**src/rtl/sram_fifo_wrapper_if.sv**
```systemverilog
// FIFO user-side bundle for sram_fifo_wrapper: push/pop handshake, status and head data.
interface sram_fifo_wrapper_if #(
    parameter int DWIDTH = 64,
    parameter int DEPTH  = 4096
);
    localparam int AWIDTH = $clog2(DEPTH);

    logic              fifo_rst;
    logic              fifo_wr_en;
    logic              fifo_rd_en;
    logic [DWIDTH-1:0] fifo_wdata;
    logic              fifo_empty;
    logic              fifo_full;
    logic [AWIDTH:0]   fifo_numel;
    logic [DWIDTH-1:0] fifo_rdata;

    modport master (
        output fifo_rst, fifo_wr_en, fifo_rd_en, fifo_wdata,
        input  fifo_empty, fifo_full, fifo_numel, fifo_rdata
    );

    modport slave (
        input  fifo_rst, fifo_wr_en, fifo_rd_en, fifo_wdata,
        output fifo_empty, fifo_full, fifo_numel, fifo_rdata
    );
endinterface

```
**src/rtl/sram_fifo_wrapper.sv**
```systemverilog
// First-word-fall-through FIFO built around an external true dual-port synchronous SRAM.
// Port A only writes pushed words; port B continuously prefetches the head word so a pop
// exposes the next word on the following cycle.
module sram_fifo_wrapper #(
    parameter int DWIDTH = 64,
    parameter int DEPTH  = 4096,
    localparam int AWIDTH = $clog2(DEPTH),
    localparam int WMASK  = DWIDTH / 8
) (
    input  logic              clk,
    input  logic              rst,
    sram_fifo_wrapper_if.slave fifo,
    output logic              ce_a,
    output logic              we_a,
    output logic [AWIDTH-1:0] addr_a,
    output logic [WMASK-1:0]  wmask_a,
    output logic [DWIDTH-1:0] wdata_a,
    output logic              ce_b,
    output logic              we_b,
    output logic [AWIDTH-1:0] addr_b,
    output logic [WMASK-1:0]  wmask_b,
    output logic [DWIDTH-1:0] wdata_b,
    input  logic [DWIDTH-1:0] rdata_a,
    input  logic [DWIDTH-1:0] rdata_b
);
    localparam logic [AWIDTH-1:0] PTR_ONE   = AWIDTH'(1);
    localparam logic [AWIDTH:0]   NUMEL_ONE = (AWIDTH + 1)'(1);
    localparam logic [AWIDTH:0]   NUMEL_MAX = (AWIDTH + 1)'(DEPTH);

    logic [AWIDTH-1:0] wr_ptr_q, wr_ptr_d;
    logic [AWIDTH-1:0] rd_ptr_q, rd_ptr_d;
    logic [AWIDTH:0]   numel_q, numel_d;
    logic              empty_q, empty_d;
    logic              full_q, full_d;
    logic              rdata_clr_q, rdata_clr_d;
    logic              clr;
    logic              push_ok;
    logic              pop_ok;
    logic              prefetch;
    logic              unused_rdata_a;

    // Next-state: accept decisions, pointer/count updates, and head visibility.
    // A word written at an edge is not readable by a same-edge read (old data is
    // returned), so the head only counts as presented when it was already stored
    // before the edge that reads it: empty_d excludes a word pushed this cycle.
    always_comb begin
        clr      = rst | fifo.fifo_rst;
        push_ok  = fifo.fifo_wr_en & ~full_q;
        pop_ok   = fifo.fifo_rd_en & ~empty_q;
        wr_ptr_d = push_ok ? wr_ptr_q + PTR_ONE : wr_ptr_q;
        rd_ptr_d = pop_ok ? rd_ptr_q + PTR_ONE : rd_ptr_q;
        numel_d  = numel_q;
        if (push_ok && !pop_ok) begin
            numel_d = numel_q + NUMEL_ONE;
        end else if (pop_ok && !push_ok) begin
            numel_d = numel_q - NUMEL_ONE;
        end
        full_d      = (numel_d == NUMEL_MAX);
        empty_d     = (numel_d == (push_ok ? NUMEL_ONE : '0));
        prefetch    = ~clr & ~empty_d;
        rdata_clr_d = rdata_clr_q & ~prefetch;
    end

    // State registers; rst and fifo_rst both clear the FIFO bookkeeping.
    always_ff @(posedge clk) begin
        if (rst || fifo.fifo_rst) begin
            wr_ptr_q    <= '0;
            rd_ptr_q    <= '0;
            numel_q     <= '0;
            empty_q     <= 1'b1;
            full_q      <= 1'b0;
            rdata_clr_q <= 1'b1;
        end else begin
            wr_ptr_q    <= wr_ptr_d;
            rd_ptr_q    <= rd_ptr_d;
            numel_q     <= numel_d;
            empty_q     <= empty_d;
            full_q      <= full_d;
            rdata_clr_q <= rdata_clr_d;
        end
    end

    // Port A writes the accepted push; a clear in the same cycle suppresses it.
    assign ce_a    = push_ok & ~clr;
    assign we_a    = ce_a;
    assign addr_a  = wr_ptr_q;
    assign wmask_a = ce_a ? {WMASK{1'b1}} : '0;
    assign wdata_a = ce_a ? fifo.fifo_wdata : '0;

    // Port B reads the post-update head address whenever a stored head exists.
    assign ce_b    = prefetch;
    assign we_b    = 1'b0;
    assign addr_b  = rd_ptr_d;
    assign wmask_b = '0;
    assign wdata_b = '0;

    // Head data comes straight from the SRAM output latch; forced to zero after a
    // clear until the first prefetch lands so stale data never leaks out.
    assign fifo.fifo_rdata = rdata_clr_q ? '0 : rdata_b;
    assign fifo.fifo_empty = empty_q;
    assign fifo.fifo_full  = full_q;
    assign fifo.fifo_numel = numel_q;

    assign unused_rdata_a = ^rdata_a;
endmodule

```
**src/flat_wrapper.sv**
```systemverilog
// flat-port wrapper written by rule: the top's interface ports become plain ports
module sram_fifo_wrapper_flat 
#(
    parameter int DWIDTH = 64,
    parameter int DEPTH  = 4096,
    localparam int AWIDTH = $clog2(DEPTH),
    localparam int WMASK  = DWIDTH / 8
)
  (clk, rst, ce_a, we_a, addr_a, wmask_a, wdata_a, ce_b, we_b, addr_b, wmask_b, wdata_b, rdata_a, rdata_b, fifo_fifo_rst, fifo_fifo_wr_en, fifo_fifo_rd_en, fifo_fifo_wdata, fifo_fifo_empty, fifo_fifo_full, fifo_fifo_numel, fifo_fifo_rdata);
  sram_fifo_wrapper_if #(.DWIDTH(DWIDTH), .DEPTH(DEPTH)) fifo_i ();
  input  logic clk;
  input  logic rst;
  output logic ce_a;
  output logic we_a;
  output logic [AWIDTH-1:0] addr_a;
  output logic [WMASK-1:0] wmask_a;
  output logic [DWIDTH-1:0] wdata_a;
  output logic ce_b;
  output logic we_b;
  output logic [AWIDTH-1:0] addr_b;
  output logic [WMASK-1:0] wmask_b;
  output logic [DWIDTH-1:0] wdata_b;
  input  logic [DWIDTH-1:0] rdata_a;
  input  logic [DWIDTH-1:0] rdata_b;
  input wire logic [$bits(fifo_i.fifo_rst)-1:0] fifo_fifo_rst;
  input wire logic [$bits(fifo_i.fifo_wr_en)-1:0] fifo_fifo_wr_en;
  input wire logic [$bits(fifo_i.fifo_rd_en)-1:0] fifo_fifo_rd_en;
  input wire logic [$bits(fifo_i.fifo_wdata)-1:0] fifo_fifo_wdata;
  output wire logic [$bits(fifo_i.fifo_empty)-1:0] fifo_fifo_empty;
  output wire logic [$bits(fifo_i.fifo_full)-1:0] fifo_fifo_full;
  output wire logic [$bits(fifo_i.fifo_numel)-1:0] fifo_fifo_numel;
  output wire logic [$bits(fifo_i.fifo_rdata)-1:0] fifo_fifo_rdata;
  assign fifo_i.fifo_rst = fifo_fifo_rst;
  assign fifo_i.fifo_wr_en = fifo_fifo_wr_en;
  assign fifo_i.fifo_rd_en = fifo_fifo_rd_en;
  assign fifo_i.fifo_wdata = fifo_fifo_wdata;
  assign fifo_fifo_empty = fifo_i.fifo_empty;
  assign fifo_fifo_full = fifo_i.fifo_full;
  assign fifo_fifo_numel = fifo_i.fifo_numel;
  assign fifo_fifo_rdata = fifo_i.fifo_rdata;
  sram_fifo_wrapper #(.DWIDTH(DWIDTH), .DEPTH(DEPTH)) u_core (.clk(clk), .rst(rst), .fifo(fifo_i), .ce_a(ce_a), .we_a(we_a), .addr_a(addr_a), .wmask_a(wmask_a), .wdata_a(wdata_a), .ce_b(ce_b), .we_b(we_b), .addr_b(addr_b), .wmask_b(wmask_b), .wdata_b(wdata_b), .rdata_a(rdata_a), .rdata_b(rdata_b));
endmodule
```
**config.mk**
```make
export PLATFORM = sky130hd
export DESIGN_NAME = sram_fifo_wrapper_flat
export DESIGN_NICKNAME = d
export VERILOG_FILES = /design/src/rtl/sram_fifo_wrapper_if.sv /design/src/rtl/sram_fifo_wrapper.sv /design/src/flat_wrapper.sv
export SDC_FILE = /design/constraint.sdc
export NUM_CORES = 1
export LEC_CHECK = 0
export ABC_AREA = 1
export BUFFER_PORTS_ARGS = -buffer_cell sky130_fd_sc_hd__buf_2
export CORE_AREA = 2 2 173 175
export DETAILED_ROUTE_END_ITERATION = 10
export DIE_AREA = 0 0 175 177
export MAX_ROUTING_LAYER = met4
export PLACE_DENSITY = 0.52
export SLEW_MARGIN = 20
export SYNTH_ARGS = -nofsm -noshare
export SYNTH_HDL_FRONTEND = slang
export SYNTH_SLANG_ARGS = --single-unit
export TNS_END_PERCENT = 5
```
**constraint.sdc**
```tcl
create_clock -name clk -period 1.8 [get_ports clk]
set_input_delay 0.36 -clock clk [delete_from_list [all_inputs] [get_ports clk]]
set_output_delay 0.36 -clock clk [all_outputs]
set_load 0.01 [all_outputs]
```
==> qor.yml, run 1 <==
synth:
  syn_area_sq_um: 3910
  synth_top_family_by_area: "simple AND/OR/NAND/NOR gates"
  synth_warnings: 0
  synth_fa_ha_area_share_pct: 1.28
  synth-seq-cells: 40
  synth_mux_area_share_pct: 0
  synth-simple-area-share_pct: 36.9
  seq_area_frac_synth_pct: 20.5
  synth_xor_xnor_area_share_pct: 2.88
  syn_area_per_cell_sq_um: 5.65
  synth_cells: 691
  yosysUniqueCellTypes: 33
  synth_compound_area_share_pct: 3.71
placement:
  gp_congestion: 0.852
  post-dp-hpwl_um: 13900
  dp_slack_ps: -463
  port_buffers: 310
detailed_routing:
  wl_um: 16600
  drtAntennaViolNets: 0
  drc: 0
  first_iter_violations: 188
  firstDrtPassIters: 4
  avgRoutedWirePerCell_um: 11.4
  viasPerCell: 3.41
  dr_total_vias: 4987
worst_setup_path:
  critPathMaxStageDelay_ps: 400
  critical_path_class: "reg -> out"
  slowest_stage: "dfxtp_4"
  crit_path_start_kind: "flip-flop"
  end_kind: "output port"
  path_buf_inv: 2
  cpMostUsedCell: "nand2_2"
  rr_worst_depth: 18
  crit_chain: "ha_4, nand3_4, nor2_4, nand3b_4, nand2_4, nand2_1, nand2_1, nand2_2, nor2_4, nand2_2, nand2_2, inv_2, buf_6"
  crit_path_max_fanout: 5
  cp.arrival_ps: 1960
  critPathRequiredTime_ps: 1440
  cp_num_cells: 13
  crit_start: "u_core.fifo.fifo_numel[1]"
  timing.rr.start: "u_core.fifo.fifo_numel[1]"
  critPathTopFamily: "simple AND/OR/NAND/NOR gates"
clock_tree:
  clk_pin_slew_ps: 60
  worstSkewPairLatency_ps: 280
  ctsRootBufferMaster: "clkbuf_16"
  cts_tree: "done"
  cts_inserted_buffers: 5
  clk_path_buf_depth: 2
  h-tree-depth: 2
  cts.sinks: 40
floorplan:
  start_util_pct: 13.4
  die_area_sq_um: 31000
  die_w_um: 175
  fp.coreArea_sq_um: 29200
  ioPinCount: 448
  row_count: 63
  die-height_um: 177
timing:
  report.final.slew_viol_count: 0
  fin_crit_sh_pct: 129
  min_period_ps: 2320
  whs_ps: 488
  setup_viol: 87
  grt_setup_unrepaired: "yes"
  max_freq_ghz: 0.431
  final-hold-violation-count: 0
  layout_setup_ws_ps: -519
  skew_ps: 5.11
power:
  p_clk_share_pct: 31.8
  peakVddDrop_mv: 0.488
  power_density_nw_per_um2: 453
  switching_power_mw: 1.04
  seqPwrFrac_pct: 30.4
  p_leak_nw: 4.30
  intPower_mw: 2.00
  power.share.combinational_pct: 37.8
  total_power_mw: 3.04
  swShare_pct: 34.2
grt:
  grt_use_total_pct: 9.95
  grt_pass1_vias: 4469
  grt_max_degree: 66
  grt_remaining_overflow: 0
  antenna_found_initial: 5
  grt_pass1_wl_um: 23800
status:
  violations: "setup timing"
  status: "finished with violations"
final_layout:
  fill_cells: 3353
  nNetsFinal: 1267
  syn2layout_area_growth_pct: 71.4
  post_route_cells_drive_above_1_share_pct: 45.3
worst_hold_path:
  min_path_cells: 2
  hold_path_class: "reg -> reg"
  hp-start: "u_core.addr_a[10]"
flow_run:
  drv_cap: 0
## timing repair
item,in CTS,in global routing
hold buffers,0,0
setup buffers,16,12
pin swaps,15,28
endpoints found under the setup margin,86,90
gates resized for setup,32,31
## cells by family (layout without fill, tap and decap cells)
group	after synthesis	count (layout)
AOI/OAI and AO/OA	26	26
xor gates and xnor gates	12	12
adders and majority gates	4	4
buffers and inverters	279	583
DFF	40	40
other	1	78
and+or+nand+nor	329	329
## routing by layer
layer  track usage, %  wire, um  up-vias
met5                -         0        -
met3             2.53      1330        8
met4             1.63       116        0
li1                 -         -     2575
met1             11.2      6700     2218
met2             18.1      8460      186
## sequential cells by signal, indices dropped and copies added (netlist names)
name                    cells
u_core.addr_a              12
u_core.fifo.fifo_full       1
u_core.rdata_clr_q          1
u_core.fifo.fifo_numel     13
u_core.fifo.fifo_empty      1
u_core.rd_ptr_q            12
## layout make-up
cell class / instances / area, sq um / share of cell area [%]
diodes: 5 / 12.5 / 0.187
clock buffers: 7 / 154 / 2.30
clock inverters: 1 / 5.00 / 0.0747
inverters: 180 / 681 / 10.2
multi-input cells: 444 / 2260 / 33.7
flip-flops and latches: 40 / 820 / 12.2
well taps: 390 / 488 / 7.28
repair buffers: 395 / 2280 / 34.1
## layout by cell type, fill, tap and decap left out, types with 4 or more instances in the layout
master     instances
xor2_2             4
dfxtp_4            4
dfxtp_1           33
clkbuf_16          6
nand3_2            8
a21oi_1           11
nor3_1             5
xor2_1             5
conb_1            73
nand2_4            5
buf_12             4
inv_1            169
buf_2            303
nand3_1           20
inv_2              9
nor2_2             6
nand2_2           14
nor2_4            12
buf_6              7
diode_2            5
buf_4             81
o21ai_0            7
nor2_1           173
nand4_1            8
nand2_1           67
## power groups by stage
stage | sequential [mW] | combinational (mW) | clock [mW]
2_1_floorplan | 0.945 | 0.657 | 0
5_1_grt | 0.927 | 1.27 | 1.03
4_1_cts | 0.924 | 1.11 | 1.00
6_report | 0.924 | 1.15 | 0.965
3_5_place_dp | 0.944 | 1.04 | 0
3_3_place_gp | 0.943 | 1.03 | 0
## Yosys cell counts
master / n / area (sq um)
xnor2_2: 1 / 16.3
nand3b_4: 1 / 20.0
nor2_4: 6 / 67.6
xor2_1: 9 / 78.8
xnor2_1: 2 / 17.5
inv_2: 3 / 11.3
dfxtp_1: 40 / 801
nor3_2: 1 / 10.0
o21ai_0: 8 / 40.0
clkbuf_1: 13 / 48.8
nor2_1: 183 / 687
nand2_1: 79 / 297
inv_1: 177 / 664
nor2_2: 2 / 12.5
o21bai_1: 2 / 15.0
nand2_4: 2 / 22.5
buf_1: 4 / 15.0
buf_4: 82 / 616
a21oi_2: 2 / 17.5
nand3_1: 29 / 145
a21oi_1: 11 / 55.1
or2_2: 2 / 12.5
and2_1: 1 / 6.26
o21a_1: 1 / 7.51
ha_1: 4 / 50.1
nand4_1: 8 / 50.1
nand3b_1: 3 / 22.5
conb_1: 1 / 3.75
nand3b_2: 1 / 11.3
nor3_1: 5 / 25.0
nand2_2: 5 / 31.3
o21ai_1: 2 / 10.0
nor2_8: 1 / 20.0
## worst register-to-register path, cell delays in order, from the launching register on
cell and delay (ps):
dfxtp_4 400, ha_4 160, nand3_4 80, nor2_4 180, nand3b_4 110, nand2_4 100
nand2_1 70, nand2_1 80, nand2_2 70, nand2_2 70, nor2_4 50, buf_4 120
buf_4 120, buf_4 120, buf_4 120, buf_4 110, buf_4 120, inv_1 40
nor2_1 50
## final timing paths
path | end | slack [ps]
worst min register to register | u_core.addr_a[10] | 490
worst max register to register | u_core.fifo.fifo_full | -460
worst min-delay path | u_core.addr_a[10] | 490
worst max-delay path | ce_b | -520
## metrics by stage
step                TNS (ps)  utilization [%]  cell area, sq um  cells
floorplan                  0                -              4260    763
global placement       -1970             20.8              6080   1421
detailed placement     -1960             20.8              6080   1421
CTS                   -11770             22.2              6480   1445
global route          -28420             22.9              6700   1462
finish                -19980             22.9              6700   1462
Note: power is estimated with default switching activity, not from simulation.
==> run 2, diff against run 1 <==
--- a/config.mk
+++ b/config.mk
@@ -12,6 +12,7 @@
 export DIE_AREA = 0 0 175 177
 export MAX_ROUTING_LAYER = met4
 export PLACE_DENSITY = 0.52
+export SETUP_SLACK_MARGIN = 0.15
 export SLEW_MARGIN = 20
 export SYNTH_ARGS = -nofsm -noshare
 export SYNTH_HDL_FRONTEND = slang
==> qor.yml, run 2 (same netlist as run 1, synthesis figures left out) <==
grt:
  grt_pass1_wl_um: 24400  # +2.7%
  grt_remaining_overflow: 0  # unchanged
  top_usage_layer: "met2"
  use_met1_pct: 12.5  # +1.3 points
  grt_pass1_vias: 4564  # +2.1%
  grt_use_total_pct: 10.5  # +0.52 points
  grt_use_met3_pct: 2.81  # +0.28 points
  antenna_found_initial: 0  # -5
  grt_max_degree: 65  # -1.5%
  met2_usage_pct: 18.0  # -0.049 points
status:
  violations: "setup timing"
  status: "finished with violations"
power:
  swShare_pct: 34.2  # about the same
  p_leak_nw: 4.46  # +3.7%
  switching_power_mw: 1.09  # +4.6%
  peakVddDrop_mv: 0.560  # +15%
  power.share.combinational_pct: 40.3  # +2.5 points
  power_density_nw_per_um2: 453  # about the same
  intPower_mw: 2.09  # +4.7%
  total_power_mw: 3.18  # +4.7%
  p_clk_share_pct: 30.6  # -1.2 points
  seqPwrFrac_pct: 29.1  # -1.3 points
final_layout:
  diodes: 0  # -5
  nNetsFinal: 1291  # +1.9%
  layout_common_cells: "buf_2, inv_1, nor2_1"
  multi_input_area_sq_um: 2340  # +3.5%
  syn2layout_area_growth_pct: 79.5
  final_cells: 1481  # +1.3%
  post_route_cells_drive_above_1_share_pct: 47.9  # +2.7 points
  final_common_cell: "buf_2"
  regArea_sq_um: 825  # +0.61%
  largest_reg_flops: 13  # unchanged
  fin_area_sq_um: 7020  # +4.7%
  fill_cells: 3330  # -0.69%
floorplan:
  row_count: 63  # unchanged
  die_w_um: 175  # unchanged
  die_area_sq_um: 31000  # unchanged
  start_util_pct: 13.4  # unchanged
  fp.coreArea_sq_um: 29200  # unchanged
  die-height_um: 177  # unchanged
  ioPinCount: 448  # unchanged
worst_setup_path:
  slowest_stage: "dfxtp_4"
  rr_worst_depth: 17  # -1
  critical_path_class: "reg -> out"
  crit_path_start_kind: "flip-flop"
  crit_path_max_fanout: 5  # unchanged
  cpMostUsedCell: "nand2_2"
  end_kind: "output port"
  ff2ff_setup_slack_ps: -480  # -20 ps
  cp.arrival_ps: 1960  # about the same
  critPathMaxStageDelay_ps: 390  # about the same
  worstReg2RegEnd: "u_core.rdata_clr_q"
  crit_chain: "ha_4, nand3_4, nor2_4, nand3b_4, nand2_4, nand2_2, nand2_4, nand2_2, nor2_4, nand2_2, nand2_2, inv_2, buf_6"
  timing.rr.start: "u_core.fifo.fifo_numel[0]"
  critPathRequiredTime_ps: 1440  # about the same
timing:
  max_freq_ghz: 0.431  # about the same
  final-hold-violation-count: 0  # unchanged
  fin_crit_sh_pct: 129  # about the same
  setup_tns_ps: -19820  # +167 ps
  setup_viol: 88  # +1.1%
  grt_setup_unrepaired: "yes"
  layout_setup_ws_ps: -519  # -0.570 ps
  skew_ps: 4.23  # -0.878 ps
  min_period_ps: 2320  # +0.570 ps
  report.final.slew_viol_count: 0  # unchanged
  whs_ps: 465  # -22.2 ps
worst_hold_path:
  min_to: "u_core.rdata_clr_q"
  hold_path_class: "reg -> reg"
  hp-start: "u_core.rdata_clr_q"
  min_path_cells: 2  # unchanged
clock_tree:
  cts_tree: "done"
  h-tree-depth: 2  # unchanged
  cts_hold_buf: 0  # unchanged
  ctsRootBufferMaster: "clkbuf_16"
  worstSkewPairLatency_ps: 290  # about the same
  clk_pin_slew_ps: 60  # about the same
  cts.sinks: 40  # unchanged
  cts_inserted_buffers: 5  # unchanged
  clk_path_buf_depth: 2  # unchanged
placement:
  place_area_sq_um: 6190  # +1.9%
  dp.cells: 1433  # +0.84%
  port_buffers: 310  # unchanged
  gp_congestion: 0.842  # -1.2%
  post-dp-hpwl_um: 14100  # +1.3%
flow_run:
  drv_cap: 0  # unchanged
detailed_routing:
  firstDrtPassIters: 4  # unchanged
  first_iter_violations: 189  # +0.53%
  avgRoutedWirePerCell_um: 11.6  # +2.0%
  viasPerCell: 3.42  # +0.38%
  drtAntennaViolNets: 0  # unchanged
  wl_um: 17200  # +3.3%
  drc: 0  # unchanged
  dr_total_vias: 5071  # +1.7%
-- run 2: how the worst max path moves through the flow --
stage | start | end | slack (ps) | cells after the start
2_1_floorplan | u_core.fifo.fifo_numel[0] | ce_b | 2 | 12
3_3_place_gp | fifo_fifo_wr_en | ce_b | -420 | 14
3_5_place_dp | fifo_fifo_wr_en | ce_b | -430 | 14
4_1_cts | u_core.fifo.fifo_numel[0] | ce_b | -510 | 13
5_1_grt | u_core.fifo.fifo_numel[1] | ce_b | -670 | 13
6_report | u_core.fifo.fifo_numel[0] | ce_b | -520 | 13
-- run 2: power by group through the flow --
stage	Clock, mW	Combinational, mW	Sequential, mW
2_1_floorplan	0	0.659	0.945
3_3_place_gp	0	1.06	0.947
3_5_place_dp	0	1.06	0.947
4_1_cts	1.02	1.20	0.925
5_1_grt	1.06	1.42	0.928
6_report	0.972	1.28	0.926
-- run 2: per-stage QoR --
step	worst slack [ps]	util [%]
after floorplan	1.60	-
after detailed placement	-435	21.2
final	-519	24.0
after global routing	-670	24.0
after global placement	-416	21.2
after CTS	-512	23.4
-- run 2: per-layer routing --
layer  vias to the layer above  wire length (um)
met5                         -                 0
met4                         0               106
met3                         8              1400
met2                       182              8420
met1                      2266              7230
li1                       2615                 -
-- run 2: area by class of cell --
type / instances / area share (%)
tap: 390 / 6.96
clock buffer: 7 / 2.19
clock inverter: 1 / 0.0713
sequential: 40 / 11.8
multi-input combinational: 444 / 33.3
inverter: 180 / 9.77
timing repair buffer: 419 / 36.0
-- run 2: worst max-delay path, delay by kind of cell (launching register included) --
| kind | cells | cell delay (ps) |
|---|---|---|
| buffers and inverters | 2 | 150 |
| adder cells (fa/ha/maj) | 1 | 160 |
| AND/OR/NAND/NOR | 10 | 960 |
| flip-flops | 1 | 390 |
-- run 2: what timing repair did --
item                       in CTS  in global routing
setup buffers                  36                  4
pin swaps                      32                 12
gates resized for setup        63                 37
hold endpoints to repair        0                  0
setup endpoints to repair      95                 99
==> run 3, diff against run 2 <==
--- a/config.mk
+++ b/config.mk
@@ -5,13 +5,13 @@
 export SDC_FILE = /design/constraint.sdc
 export NUM_CORES = 1
 export LEC_CHECK = 0
-export ABC_AREA = 1
+export ABC_AREA = 0
 export BUFFER_PORTS_ARGS = -buffer_cell sky130_fd_sc_hd__buf_2
-export CORE_AREA = 2 2 173 175
+export CORE_AREA = 2 2 174 176
 export DETAILED_ROUTE_END_ITERATION = 10
-export DIE_AREA = 0 0 175 177
+export DIE_AREA = 0 0 176 178
 export MAX_ROUTING_LAYER = met4
-export PLACE_DENSITY = 0.52
+export PLACE_DENSITY = 0.51
 export SETUP_SLACK_MARGIN = 0.15
 export SLEW_MARGIN = 20
 export SYNTH_ARGS = -nofsm -noshare
==> qor.yml, run 3 <==
power:
  intPower_mw: 1.94  # -7.4%
  switching_power_mw: 0.957  # -12%
  seqPwrFrac_pct: 31.9  # +2.8 points
  power.share.combinational_pct: 35.5  # -4.8 points
  total_power_mw: 2.89  # -8.9%
  peakVddDrop_mv: 0.332  # -41%
  p_leak_nw: 3.35  # -25%
  p_clk_share_pct: 32.7  # +2.1 points
  swShare_pct: 33.1  # -1.1 points
  power_density_nw_per_um2: 457  # +0.92%
final_layout:
  diodes: 0  # unchanged
  post_route_cells_drive_above_1_share_pct: 56.5  # +8.6 points
  final_core_util_pct: 21.5  # -2.5 points
  final_common_cell: "buf_2"
  largest_reg_flops: 13  # unchanged
  nNetsFinal: 1023  # -21%
  syn2layout_area_growth_pct: 75.9
  layout_common_cells: "buf_2, nor2b_1, conb_1"
  final_cells: 1213  # -18%
detailed_routing:
  drtAntennaViolNets: 0  # unchanged
  drc: 0  # unchanged
  dr_total_vias: 4090  # -19%
  first_iter_violations: 160  # -15%
  viasPerCell: 3.37  # -1.5%
  firstDrtPassIters: 4  # unchanged
  wl_um: 15400  # -10%
  avgRoutedWirePerCell_um: 12.7  # +9.9%
flow_run:
  drv_cap: 0  # unchanged
clock_tree:
  ctsRootBufferMaster: "clkbuf_16"
  cts_tree: "done"
  cts.sinks: 40  # unchanged
  clk_pin_slew_ps: 60  # about the same
  worstSkewPairLatency_ps: 290  # about the same
  h-tree-depth: 2  # unchanged
  cts_hold_buf: 0  # unchanged
  cts_inserted_buffers: 5  # unchanged
  clk_path_buf_depth: 2  # unchanged
status:
  status: "finished with violations"
  violations: "setup timing"
placement:
  post-dp-hpwl_um: 12800  # -8.7%
  dp.cells: 1188  # -17%
  gp_congestion: 0.858  # +1.9%
  dp_slack_ps: -896  # -462 ps
  port_buffers: 310  # unchanged
synth:
  synth_warnings: 0  # unchanged
  synthFlopType: "dfxtp_1"
  synth_top_family_by_area: "simple AND/OR/NAND/NOR gates"
  synth_fa_ha_area_share_pct: 1.70  # +0.42 points
  synth_area_leaders: "dfxtp_1, buf_4, nor2b_1, and2_1, xnor2_1"
  synthArstFlopShare_pct: 0  # unchanged
  synth-seq-cells: 40  # unchanged
  syn_area_sq_um: 3600  # -7.9%
  yosysUniqueCellTypes: 50  # +52%
  synth_edf_count: 0  # unchanged
  synth_cells: 469  # -32%
  synth-simple-area-share_pct: 40.6  # +3.8 points
  synth_top_area_share_pct: 22.3  # +1.8 points
  yosysMostFrequentCell: "buf_4"
  synth_compound_area_share_pct: 5.18  # +1.5 points
  syn_area_per_cell_sq_um: 7.67  # +36%
  synth_xor_xnor_area_share_pct: 7.79  # +4.9 points
  synth_mux_area_share_pct: 1.18  # +1.2 points
  synthTopCellsByCount: "buf_4, nor2b_1, and2_1"
  synth_top_area_cell: "dfxtp_1"
  seq_area_frac_synth_pct: 22.3  # +1.8 points
worst_setup_path:
  critPathRequiredTime_ps: 1440  # about the same
  ff2ff_setup_slack_ps: -590  # -110 ps
  critical_path_class: "reg -> out"
  cp.arrival_ps: 2520  # +560 ps
  crit_path_max_fanout: 7  # +2
  end_kind: "output port"
  crit_path_start_kind: "flip-flop"
timing:
  skew_ps: 4.34  # +0.103 ps
  min_period_ps: 2880  # +560 ps
  layout_setup_ws_ps: -1080  # -560 ps
  final-hold-violation-count: 0  # unchanged
  setup_tns_ps: -17640  # +2180 ps
  setup_viol: 95  # +8.0%
  max_freq_ghz: 0.347  # -19%
  fin_crit_sh_pct: 160  # +31 points
  grt_setup_unrepaired: "yes"
  report.final.slew_viol_count: 0  # unchanged
worst_hold_path:
  hold_path_class: "reg -> reg"
floorplan:
  row_count: 63  # unchanged
  die_w_um: 176  # +0.57%
  die_area_sq_um: 31300  # +1.1%
  fp.coreArea_sq_um: 29400  # +0.54%
  start_util_pct: 12.2  # -1.1 points
  die-height_um: 178  # +0.56%
  ioPinCount: 448  # unchanged
grt:
  grt_pass1_wl_um: 20600  # -15%
  grt_remaining_overflow: 0  # unchanged
  grt_use_total_pct: 8.83  # -1.6 points
  grt_pass1_vias: 3649  # -20%
  grt_max_degree: 42  # -35%
  antenna_found_initial: 0  # unchanged
-- run 3: final timing paths --
kind	start	end	cells after the start
max	u_core.fifo.fifo_full	ce_b	9
min	u_core.addr_a[1]	u_core.addr_a[1]	2
max reg2reg	u_core.fifo.fifo_empty	u_core.fifo.fifo_empty	12
min reg2reg	u_core.addr_a[1]	u_core.addr_a[1]	2
-- run 3: power by group through the flow --
stage	clock, mW	sequential [mW]	combinational, mW
final	0.946	0.922	1.03
after detailed placement	0	0.939	0.939
after floorplan	0	0.935	0.611
after global placement	0	0.938	0.940
after global routing	1.01	0.926	1.12
after CTS	0.974	0.922	0.995
-- run 3: layout make-up --
type / count / area [sq um]
clock inverters: 2 / 13.8
clock buffers: 6 / 139
repair buffers: 383 / 2220
multi-input cells: 387 / 2630
fillers: 3277 / 23100
well taps: 390 / 488
inverters: 5 / 18.8
flip-flops and latches: 40 / 820
-- run 3: kinds of logic (layout without fill, tap and decap cells) --
kind of cell	Yosys count	in the layout
AND/OR/NAND/NOR	245	245
buffers and inverters	114	396
flip-flops	40	40
XOR/XNOR	32	32
AO/OA/AOI/OAI	28	28
adder cells (fa/ha/maj)	5	5
multiplexers	4	4
other	1	73
-- run 3: worst max-delay path: stages (launching register included) --
cell and delay, ps:
dfxtp_2 340, nor2b_4 220, buf_6 160, nand3_1 110, a21boi_2 170, o21ai_1 90, or4_4 580, nor4_4 340
nor2_2 50, buf_2 150
-- run 3: metrics by stage --
stage | hold slack [ps] | cell area, sq um
final | 496 | 6330
after global routing | 547 | 6330
after CTS | 499 | 6120
after detailed placement | 487 | 5660
after global placement | 482 | 5660
after floorplan | 471 | 3920
-- run 3: metal layers --
| layer | wire length, um | vias up | track usage, % |
|---|---|---|---|
| li1 | - | 2050 | - |
| met1 | 6330 | 1836 | 11.4 |
| met2 | 7900 | 200 | 14.8 |
| met3 | 1120 | 4 | 1.64 |
| met4 | 99 | 0 | 0.999 |
| met5 | 0 | - | - |
-- run 3: timing repair --
action / 4_1_cts / 5_1_grt
setup buffers: 10 / 7
pin swaps: 31 / 18
setup endpoints to repair: 161 / 117
resized for setup: 52 / 38
